## src/rtl/sipo_rx_if.sv

```systemverilog
// Serial-input, word-output bundle between a PISO source (master) and sipo_rx (slave).
// The WIDTH parameter must match the WIDTH of the sipo_rx instance it connects to.
interface sipo_rx_if #(
   parameter int unsigned WIDTH = 8
);
   logic             ser;
   logic             shift_en;
   logic             sync;
   logic             ready;
   logic             ovr_clr;
   logic [WIDTH-1:0] dout;
   logic             valid;
   logic             overrun;
   logic             parity_err;

   modport master (
      output ser,
      output shift_en,
      output sync,
      output ready,
      output ovr_clr,
      input  dout,
      input  valid,
      input  overrun,
      input  parity_err
   );

   modport slave (
      input  ser,
      input  shift_en,
      input  sync,
      input  ready,
      input  ovr_clr,
      output dout,
      output valid,
      output overrun,
      output parity_err
   );
endinterface

```

## src/rtl/sipo_rx.sv

```systemverilog
// LSB-first serial-to-parallel receiver with a one-word valid/ready holding register.
// Define SIPO_RX_PARITY_EN to append an even-parity bit to every frame.
module sipo_rx #(
   parameter int unsigned WIDTH = 8
) (
   input logic      clk,
   input logic      rst,
   sipo_rx_if.slave bus
);

`ifdef SIPO_RX_PARITY_EN
   localparam int unsigned FRAME = WIDTH + 1;
`else
   localparam int unsigned FRAME = WIDTH;
`endif
   localparam int unsigned CW = (FRAME > 1) ? $clog2(FRAME) : 1;
   localparam logic [CW-1:0] LAST = CW'(FRAME - 1);

   logic [WIDTH-1:0] r_sh;
   logic [CW-1:0]    r_cnt;
   logic [WIDTH-1:0] r_dout;
   logic             r_valid;
   logic             r_ovr;

   logic [CW-1:0]    w_cnt_eff;
   logic [CW-1:0]    w_cnt_d;
   logic             w_complete;
   logic             w_data_bit;
   logic [WIDTH-1:0] w_shifted;
   logic [WIDTH-1:0] w_sh_d;
   logic [WIDTH-1:0] w_cand;
   logic             w_cand_perr;
   logic             w_accept;
   logic             w_load;
   logic             w_drop;
   logic [WIDTH-1:0] w_dout_d;
   logic             w_valid_d;
   logic             w_ovr_d;

   always_comb begin
      // sync restarts the frame, so a coincident strobe is treated as bit 0
      w_cnt_eff  = bus.sync ? '0 : r_cnt;
      w_complete = bus.shift_en && (w_cnt_eff == LAST);
      w_shifted  = {bus.ser, r_sh[WIDTH-1:1]};

`ifdef SIPO_RX_PARITY_EN
      // The parity bit completes the frame but never enters the shift register
      w_data_bit  = bus.shift_en && (w_cnt_eff != LAST);
      w_cand      = r_sh;
      w_cand_perr = (^r_sh) ^ bus.ser;
`else
      w_data_bit  = bus.shift_en;
      w_cand      = w_shifted;
      w_cand_perr = 1'b0;
`endif

      w_accept = !r_valid || bus.ready;
      w_load   = w_complete && w_accept;
      w_drop   = w_complete && !w_accept;

      w_sh_d = w_data_bit ? w_shifted : r_sh;

      w_cnt_d = r_cnt;
      if (bus.shift_en) begin
         w_cnt_d = w_complete ? '0 : (w_cnt_eff + 1'b1);
      end else if (bus.sync) begin
         w_cnt_d = '0;
      end

      w_dout_d  = w_load ? w_cand : r_dout;

      w_valid_d = r_valid;
      if (w_load) begin
         w_valid_d = 1'b1;
      end else if (r_valid && bus.ready) begin
         w_valid_d = 1'b0;
      end

      // A drop in the same cycle as a clear keeps the flag set
      w_ovr_d = r_ovr;
      if (w_drop) begin
         w_ovr_d = 1'b1;
      end else if (bus.ovr_clr) begin
         w_ovr_d = 1'b0;
      end
   end

   always_ff @(posedge clk or posedge rst) begin
      if (rst) begin
         r_sh    <= '0;
         r_cnt   <= '0;
         r_dout  <= '0;
         r_valid <= 1'b0;
         r_ovr   <= 1'b0;
      end else begin
         r_sh    <= w_sh_d;
         r_cnt   <= w_cnt_d;
         r_dout  <= w_dout_d;
         r_valid <= w_valid_d;
         r_ovr   <= w_ovr_d;
      end
   end

`ifdef SIPO_RX_PARITY_EN
   logic r_perr;

   always_ff @(posedge clk or posedge rst) begin
      if (rst) begin
         r_perr <= 1'b0;
      end else if (w_load) begin
         r_perr <= w_cand_perr;
      end
   end

   assign bus.parity_err = r_perr;
`else
   // Bit 0 is shifted out before it is ever read in the parity-free frame
   logic w_unused_sh0;
   logic w_unused_perr;

   assign w_unused_sh0   = r_sh[0];
   assign w_unused_perr  = w_cand_perr;
   assign bus.parity_err = 1'b0;
`endif

   assign bus.dout    = r_dout;
   assign bus.valid   = r_valid;
   assign bus.overrun = r_ovr;

endmodule

```

## src/flat_wrapper.sv

```systemverilog
// flat-port wrapper written by rule: the top's interface ports become plain ports
module sipo_rx_flat 
#(
   parameter int unsigned WIDTH = 8
)
  (clk, rst, bus_ser, bus_shift_en, bus_sync, bus_ready, bus_ovr_clr, bus_dout, bus_valid, bus_overrun, bus_parity_err);
  sipo_rx_if #(.WIDTH(WIDTH)) bus_i ();
  input logic clk;
  input logic rst;
  input wire logic [$bits(bus_i.ser)-1:0] bus_ser;
  input wire logic [$bits(bus_i.shift_en)-1:0] bus_shift_en;
  input wire logic [$bits(bus_i.sync)-1:0] bus_sync;
  input wire logic [$bits(bus_i.ready)-1:0] bus_ready;
  input wire logic [$bits(bus_i.ovr_clr)-1:0] bus_ovr_clr;
  output wire logic [$bits(bus_i.dout)-1:0] bus_dout;
  output wire logic [$bits(bus_i.valid)-1:0] bus_valid;
  output wire logic [$bits(bus_i.overrun)-1:0] bus_overrun;
  output wire logic [$bits(bus_i.parity_err)-1:0] bus_parity_err;
  assign bus_i.ser = bus_ser;
  assign bus_i.shift_en = bus_shift_en;
  assign bus_i.sync = bus_sync;
  assign bus_i.ready = bus_ready;
  assign bus_i.ovr_clr = bus_ovr_clr;
  assign bus_dout = bus_i.dout;
  assign bus_valid = bus_i.valid;
  assign bus_overrun = bus_i.overrun;
  assign bus_parity_err = bus_i.parity_err;
  sipo_rx #(.WIDTH(WIDTH)) u_core (.clk(clk), .rst(rst), .bus(bus_i));
endmodule
```

## config.mk

```make
export PLATFORM = sky130hd
export DESIGN_NAME = sipo_rx_flat
export DESIGN_NICKNAME = d
export VERILOG_FILES = /design/src/rtl/sipo_rx_if.sv /design/src/rtl/sipo_rx.sv /design/src/flat_wrapper.sv
export SDC_FILE = /design/constraint.sdc
export NUM_CORES = 1
export LEC_CHECK = 0
export BUFFER_PORTS_ARGS = -buffer_cell sky130_fd_sc_hd__buf_2
export CORE_ASPECT_RATIO = 1.4
export CORE_MARGIN = 2
export CORE_UTILIZATION = 35
export DETAILED_ROUTE_END_ITERATION = 16
export GPL_ROUTABILITY_DRIVEN = 0
export HOLD_SLACK_MARGIN = 0.12
export MAX_ROUTING_LAYER = met4
export PLACE_DENSITY = 0.51
export RECOVER_POWER = 50
export SKIP_CTS_REPAIR_TIMING = 1
export SLEW_MARGIN = 40
export SYNTH_ARGS = -nofsm -noshare
export SYNTH_HDL_FRONTEND = slang
export SYNTH_SLANG_ARGS = --single-unit
```

## constraint.sdc

```tcl
create_clock -name clk -period 2.6 [get_ports clk]
set_clock_uncertainty 0.2 [all_clocks]
set_input_delay 0.26 -clock clk [delete_from_list [all_inputs] [get_ports clk]]
set_output_delay 0.26 -clock clk [all_outputs]
set_load 0.005 [all_outputs]
```

Word-level counts from Yosys, hierarchy flattened
Index checks and enable logic that the tools add are counted.
{"block": "totals", "regBits": 21, "in_bits": 7, "out_inout_bits": 11, "elab_cells": 23}
{"block": "op_classes", "addsub": 1, "n_eq_ne": 1, "muxes": 7, "reduce_logical": 9}
{"cell": "$mux 3", "count": 3}
{"cell": "$logic_and 1x1->1", "count": 4}
{"cell": "$mux 1", "count": 4}
{"cell": "$reduce_bool 2->1", "count": 2}
{"cell": "$add 3x1->3 const B", "count": 1}
{"cell": "$eq 3x3->1 const B", "count": 1}
{"cell": "$logic_not 1->1", "count": 2}
{"cell": "$logic_or 1x1->1", "count": 1}

Logic depth before layout (Yosys ltp)
Gate-level depths: netlist of run 1.
{"block": "depth", "ltp_word": 5, "ltp_mapped": 7, "ltp_nobuf": 6}

Worst setup path after synthesis of run 1
No wires, ideal clock.
{"block": "synth_timing", "path_type": "register to register", "from": "register u_core.r_cnt[0]", "to": "register u_core.r_dout[0] (netlist: u_core.bus.dout[0])", "setup_ps": 125, "t_arrival_ps": 1427, "t_required_ps": 2275, "slack_ps": 847, "stages_incl_launch_ff": 8, "n_path_buf": 1, "period_less_slack_ps": 1753, "cell_sequence": "dfrtp_1 -> nor2b_1 -> ha_1 -> ha_1 -> nand2_4 -> nor2b_4 -> buf_12 -> mux2_4"}
{"block": "synth_via", "elab_chain_cells": 4}
{"element": "start: declaration", "line": "sipo_rx.sv:20", "text": "logic [CW-1:0] r_cnt;"}
{"element": "start signal: assignment", "line": "sipo_rx.sv:97", "text": "r_cnt <= w_cnt_d;"}
{"element": "$mux 3"}
{"element": "$eq 3x3->1", "line": "sipo_rx.sv:43", "text": "w_complete = bus.shift_en && (w_cnt_eff == LAST);"}
{"element": "$logic_and 1x1->1", "line": "sipo_rx.sv:43"}
{"element": "$logic_and 1x1->1", "line": "sipo_rx.sv:58", "text": "w_load = w_complete && w_accept;"}
{"element": "end signal: assignment", "line": "sipo_rx.sv:98", "text": "r_dout <= w_dout_d;"}
{"element": "end: declaration", "line": "sipo_rx.sv:21", "text": "logic [WIDTH-1:0] r_dout;"}
No other way between the ends.
A chain may end at the register's enable or synchronous reset.

Worst setup path in the final report of run 1
{"block": "layout_timing", "from": "register u_core.r_cnt[1]", "to": "register u_core.r_ovr (netlist: u_core.bus.overrun)"}
{"block": "layout_via", "elab_chain_cells": 5, "elab_cells_between_ends": 6, "classes_between": "1 x eq/ne; 2 x mux; 3 x reduce/logical"}
{"element": "$mux 3 (*)"}
{"element": "$eq 3x3->1 (*)", "line": "sipo_rx.sv:43"}
{"element": "$logic_and 1x1->1 (*)", "line": "sipo_rx.sv:43"}
{"element": "$logic_and 1x1->1 (*)", "line": "sipo_rx.sv:59", "text": "w_drop = w_complete && !w_accept;"}
{"element": "$mux 1 / $reduce_bool 2->1 (equally long branches)"}
{"element": "end signal: assignment", "line": "sipo_rx.sv:100", "text": "r_ovr <= w_ovr_d;"}
{"element": "end: declaration", "line": "sipo_rx.sv:23", "text": "logic r_ovr;"}
Every way passes the cells marked *; elsewhere a longest branch is shown, timed or not.

==> summary.md, run 1 <==
| Metric | Value |
|---|---|
| Status | completed |
| Avg Inst Size Synth | 15.7 µm² |
| Initial antenna violation count | 0 |
| Yosys cell types | 17 |
| Routed length per placed instance | 10.9 µm |
| FF+latch count, synth | 20 |
| Leakage | 0.554 nW |
| # port buffers | 16 |
| Slew HR | 51.0% |
| Vias | 471 |
| Fin. Hold Viols | 0 |
| Area grow syn2layout | 19.4% |
| Worst Setup End Kind | flip-flop |
| DRC | 0 |
| Final period util | 75.6% |
| CP Data Arrival Time | 1.95 ns |
| Clock slew at reported path FFs | 0.11 ns |
| Sink Count | 20 |
| Antenna Nets Post-Route | 0 |
| Max Freq | 508 MHz |
| Number of max-cap violations | 0 |
| Total GRT Usage | 10.3% |
| Post-DP HPWL | 862 µm |
| First-pass GRT wire length | 2100 µm |
| I/O pin cnt | 18 |
| Total wire length | 1220 µm |
| VDD IR max | 271 µV |
| Crit Path Max Fanout | 3 |
| Min cycle time layout | 1.97 ns |
| Root buffer cell | clkbuf_4 |
| Post-Route Setup TNS | 0 ns |
| Placed Area | 962 µm² |
| Die Wd | 46.3 µm |
| Hold WS | 0.134 ns |
| Vias in the first global route | 485 |
| Worst slew pin tran | 0.735 ns |
| Cts bufs inserted | 3 |
| Startpoint Class | flip-flop |
| Layout cells sized above 1 | 50.0% |
| Crit Path Class | reg -> reg |
| DIE AREA | 2930 µm² |
| Die Span Y | 63.3 µm |
| Finished Cell Area | 1050 µm² |
| Via/cell ratio | 4.21 |
| TritonCTS clock tree | yes |
| Nets@finish | 88 |
| Overflow after GRT | 0 |
| Core Util, Final | 43.9% |
| Maximum root-to-sink buffer count | 2 |
| WP data required | 2.58 ns |
| Worst-Skew Late Latency | 0.29 ns |
| Syn Std Cell Area | 878 µm² |
| Number of max-slew violations in the final report | 0 |
| # H-tree levels | 1 |
| PD cells | 565 nW/µm² |
| Cell count after synthesis | 56 |
| DR pass1 iterations | 2 |
| RSZ-0062 raised after global routing | false |
| DRT iter0 DRCs | 5 |
| Final setup fails | 0 |
| FILL cells | 216 |
| Sequential area share after synthesis | 57.0% |
| Core area | 2390 µm² |
| R2R Setup Slk | 0.63 ns |
| Syn. warnings | 0 |
| Largest net degree at the start of global routing | 21 |
| Net Count, Synth | 65 |
| FP Rows | 21 |
| Starting density of the core | 36.7% |
| Antenna Diode Count | 0 |
| HP Class | in -> reg |
## layout by cell type (no fill, tap or decap)
cell type and instances:
dfrtp_1 20, a22o_1 2, clkbuf_8 1, nand2_4 1, buf_2 16, mux2_4 8, conb_1 1, dlygate4sd3_1 5
nor2_1 1, o22ai_1 1, nor2b_1 3, clkbuf_4 3, ha_1 2, inv_1 3, nand2_1 1, nand2b_4 1
nor2b_4 1, mux2_2 8
## power by group
part | leakage (nW) | switching (W) | total, W | internal (W)
Sequential | 0.261 | 0.0000186 | 0.000360 | 0.000342
Combinational | 0.272 | 0.0000213 | 0.0000581 | 0.0000368
Clock | 0.0210 | 0.0000889 | 0.000174 | 0.0000852
Total | 0.554 | 0.000129 | 0.000592 | 0.000464
## sequential cells by signal, indices dropped and copies added (netlist names)
name and flops:
u_core.bus.overrun 1, u_core.r_sh 7, u_core.r_cnt 3, u_core.bus.valid 1, u_core.bus.dout 8
## cells by family (layout without fill, tap and decap cells)
family / after synthesis / count (layout) / share of synthesized area (%)
muxes: 16 / 16 / 23.9
DFF: 20 / 20 / 57.0
buffers and inverters: 6 / 28 / 5.70
AOI/OAI and AO/OA: 3 / 3 / 2.71
adders and majority gates: 2 / 2 / 2.85
other: 1 / 1 / 0.427
and+or+nand+nor: 8 / 8 / 7.41
## layout make-up
type,count,area (µm²),area share [%]
timing repair buffer,21,130,12.4
multi-input combinational,30,328,31.3
sequential,20,500,47.7
inverter,3,11.3,1.07
clock buffer,4,36.3,3.46
tap,34,42.5,4.06
## synth_stat cells
cell type | number | share of area [%]
a22o_1 | 2 | 2.0
buf_12 | 1 | 2.3
buf_4 | 1 | 0.86
buf_6 | 1 | 1.3
conb_1 | 1 | 0.43
dfrtp_1 | 20 | 57
ha_1 | 2 | 2.8
inv_1 | 3 | 1.3
mux2_2 | 8 | 10
mux2_4 | 8 | 14
nand2_1 | 1 | 0.43
nand2_4 | 1 | 1.3
nand2b_4 | 1 | 1.6
nor2_1 | 1 | 0.43
nor2b_1 | 3 | 2.1
nor2b_4 | 1 | 1.6
o22ai_1 | 1 | 0.71
## worst max-delay path, stage by stage, from the launching register on
cell           delay [ns]
dfrtp_1              0.37
nor2b_1              0.14
ha_1                 0.20
ha_1                 0.24
nand2_4              0.10
o22ai_1              0.06
dlygate4sd3_1        0.56
## layer usage
layer	up-vias	global-route usage, %	wire length (µm)
li1	229	-	-
met1	229	14.1	571
met2	11	13.4	583
met3	2	2.58	46
met4	0	6.43	19
met5	-	-	0
## through the flow
step / power [W] / setup slack [ns] / cells
global placement: 0.000421 / 0.608 / 103
finish: 0.000592 / 0.633 / 112
detailed placement: 0.000423 / 0.582 / 103
floorplan: 0.000407 / 0.847 / 56
CTS: 0.000604 / 0.615 / 107
global route: 0.000632 / 0.533 / 112
## worst paths after layout
kind / start / endpoint / cells past startpoint
min: bus_shift_en / u_core.bus.valid / 3
max in group asynchronous: rst / u_core.bus.dout[2] / 3
max: u_core.r_cnt[1] / u_core.bus.overrun / 6
min reg2reg: u_core.bus.dout[4] / u_core.bus.dout[4] / 1
max reg2reg: u_core.r_cnt[1] / u_core.bus.overrun / 6
min in group asynchronous: rst / u_core.r_cnt[0] / 3
Power figures use the tool's default switching activity.
==> run 2, diff against run 1 <==
- PLACE_DENSITY: 0.51 -> 0.53
- clock period: 2.6 -> 1.6 ns (I/O delays scaled with it)
==> run 2 against run 1 <==
Count of clock-buffer cells in the layout did not move. Critical path depth rose by 1. Setup slack got worse by 0.74 ns. Total power rose by 67%. Combinational power rose by 89%. The flow now finishes with violations (negative setup slack). Sequential share of layout area fell by 3.6 points. Maximum frequency rose by 15%. Worst hold slack got worse by 0.016 ns. Non-clock buffer count rose by 5. Global-route usage rose by 0.82 points. Die area did not move.
==> summary.md, run 2 (same netlist as run 1, synthesis figures left out) <==
| Metric | Value |
|---|---|
| Core area | 2390 µm² |
| # port buffers | 16 |
| Die Wd | 46.3 µm |
| Internal power | 0.000764 W |
| Sink Count | 20 |
| Maximum root-to-sink buffer count | 2 |
| Leakage | 0.580 nW |
| Non-filler instance count after layout | 117 |
| Cts bufs inserted | 3 |
| I/O pin cnt | 18 |
| Final setup fails | 8 |
| Status | finished, violations left |
| Max Freq | 586 MHz |
| Final period util | 107% |
| WP data required | 1.60 ns |
| Core Util, Final | 47.4% |
| Largest register FFs | 8 |
| DRT iter0 DRCs | 7 |
| DIE AREA | 2930 µm² |
| Worst-Skew Late Latency | 0.30 ns |
| Die Span Y | 63.3 µm |
| Overflow after GRT | 0 |
| Crit path buffers/inverters | 1 |
| Most frequent cells in the layout | 20 x dfrtp_1, 16 x buf_2, 8 x mux2_2, 8 x mux2_4 |
| Largest net degree at the start of global routing | 21 |
| Met2 usage | 15.6% |
| DRC | 0 |
| Violated checks | negative setup slack |
| Combinational fraction of design power | 11.1% |
| Root buffer cell | clkbuf_4 |
| Via/cell ratio | 4.36 |
| Crit Path Max Fanout | 8 |
| Grt met1 use | 13.8% |
| Layout cells sized above 1 | 59.0% |
| Routed length per placed instance | 11.5 µm |
| Vias | 510 |
| # H-tree levels | 1 |
| Min cycle time layout | 1.71 ns |
| CP Data Arrival Time | 1.71 ns |
| Clock network power share | 29.4% |
| Worst Setup End Kind | flip-flop |
| PD cells | 872 nW/µm² |
| Top delay family on crit path | flip-flops |
| Met3 GRT Util | 1.72% |
| Area grow syn2layout | 29.1% |
| Vias in the first global route | 504 |
| Clock slew at reported path FFs | 0.11 ns |
| HP Class | in -> reg |
| Antenna Diode Count | 0 |
| RSZ-0062 raised after global routing | true |
| Total wire length | 1340 µm |
| Total GRT Usage | 11.2% |
| Leading cell type in the layout, fill and taps excluded | dfrtp_1 |
| Antenna Nets Post-Route | 0 |
| FILL cells | 230 |
| DP Cell Count | 108 |
| TritonCTS clock tree | yes |
| Initial antenna violation count | 0 |
| Max stage delay on crit path | 0.34 ns |
| FP Rows | 21 |
| Sw Pwr | 0.000224 W |
| Sequential power share | 59.5% |
| First-pass GRT wire length | 2220 µm |
| DR pass1 iterations | 2 |
| Sw Ratio | 22.7% |
| Crit Path Class | reg -> reg |
| Gr busiest metal | met2 |
| Final setup margin | -0.107 ns |
| Number of max-slew violations in the final report | 0 |
| Fin. Hold Viols | 0 |
| Startpoint Class | flip-flop |
| VDD IR max | 387 µV |
| Nets@finish | 93 |
| Number of max-cap violations | 0 |
| Starting density of the core | 36.7% |
| Cells along the critical path | nor2b_4 > ha_4 > ha_4 > nand2_4 > nor2b_4 > buf_12 > mux2_4 |
| CP max stage cell | dfrtp_1 |
| R2R Setup Slk | -0.11 ns |
-- run 2: routing by layer --
metal,routed length [µm],part of all wire [%]
met1,543,40
met2,698,52
met3,49,3.7
met4,50,3.7
met5,0,0
-- run 2: area by class of cell --
type,count,area [µm²],share of cell area [%]
flip-flops and latches,20,500,44.2
multi-input cells,30,368,32.5
repair buffers,26,175,15.5
well taps,34,42.5,3.75
clock buffers,4,36.3,3.20
inverters,3,11.3,0.993
-- run 2: stage by stage --
step	TNS (ns)	worst slack, ns	hold WS (ns)	instance area (µm²)	total power, W
3_5_place_dp	-1.15	-0.149	0.00640	1040	0.000702
5_1_grt	-1.34	-0.173	0.0969	1130	0.00106
4_1_cts	-1.28	-0.167	-0.337	1070	0.000997
2_1_floorplan	-0.669	-0.0836	-0.0762	903	0.000665
6_report	-0.831	-0.107	0.118	1130	0.000989
3_3_place_gp	-1.05	-0.137	-0.00301	1040	0.000697
-- run 2: path summary, 6_finish.rpt --
path	cells after the start	start	endpoint
setup / recovery	7	u_core.r_cnt[1]	u_core.bus.dout[0]
max in group asynchronous	4	rst	u_core.r_sh[1]
hold reg to reg	1	u_core.bus.dout[1]	u_core.bus.dout[1]
setup reg to reg	7	u_core.r_cnt[1]	u_core.bus.dout[0]
min in group asynchronous	4	rst	u_core.r_cnt[2]
hold / removal	3	bus_sync	u_core.r_cnt[1]
-- run 2: power groups by stage --
stage / Combinational, W / Clock (W) / Sequential, W
6_report: 0.000110 / 0.000291 / 0.000588
4_1_cts: 0.000102 / 0.000306 / 0.000589
5_1_grt: 0.000125 / 0.000335 / 0.000595
3_5_place_dp: 0.000102 / 0 / 0.000600
2_1_floorplan: 0.0000787 / 0 / 0.000587
3_3_place_gp: 0.0000996 / 0 / 0.000597
-- run 2: worst reg2reg max path, cell delays in order, from the launching register on --
cell     delay (ns)
dfrtp_1        0.34
nor2b_4        0.17
ha_4           0.15
ha_4           0.14
nand2_4        0.05
nor2b_4        0.12
buf_12         0.14
mux2_4         0.30
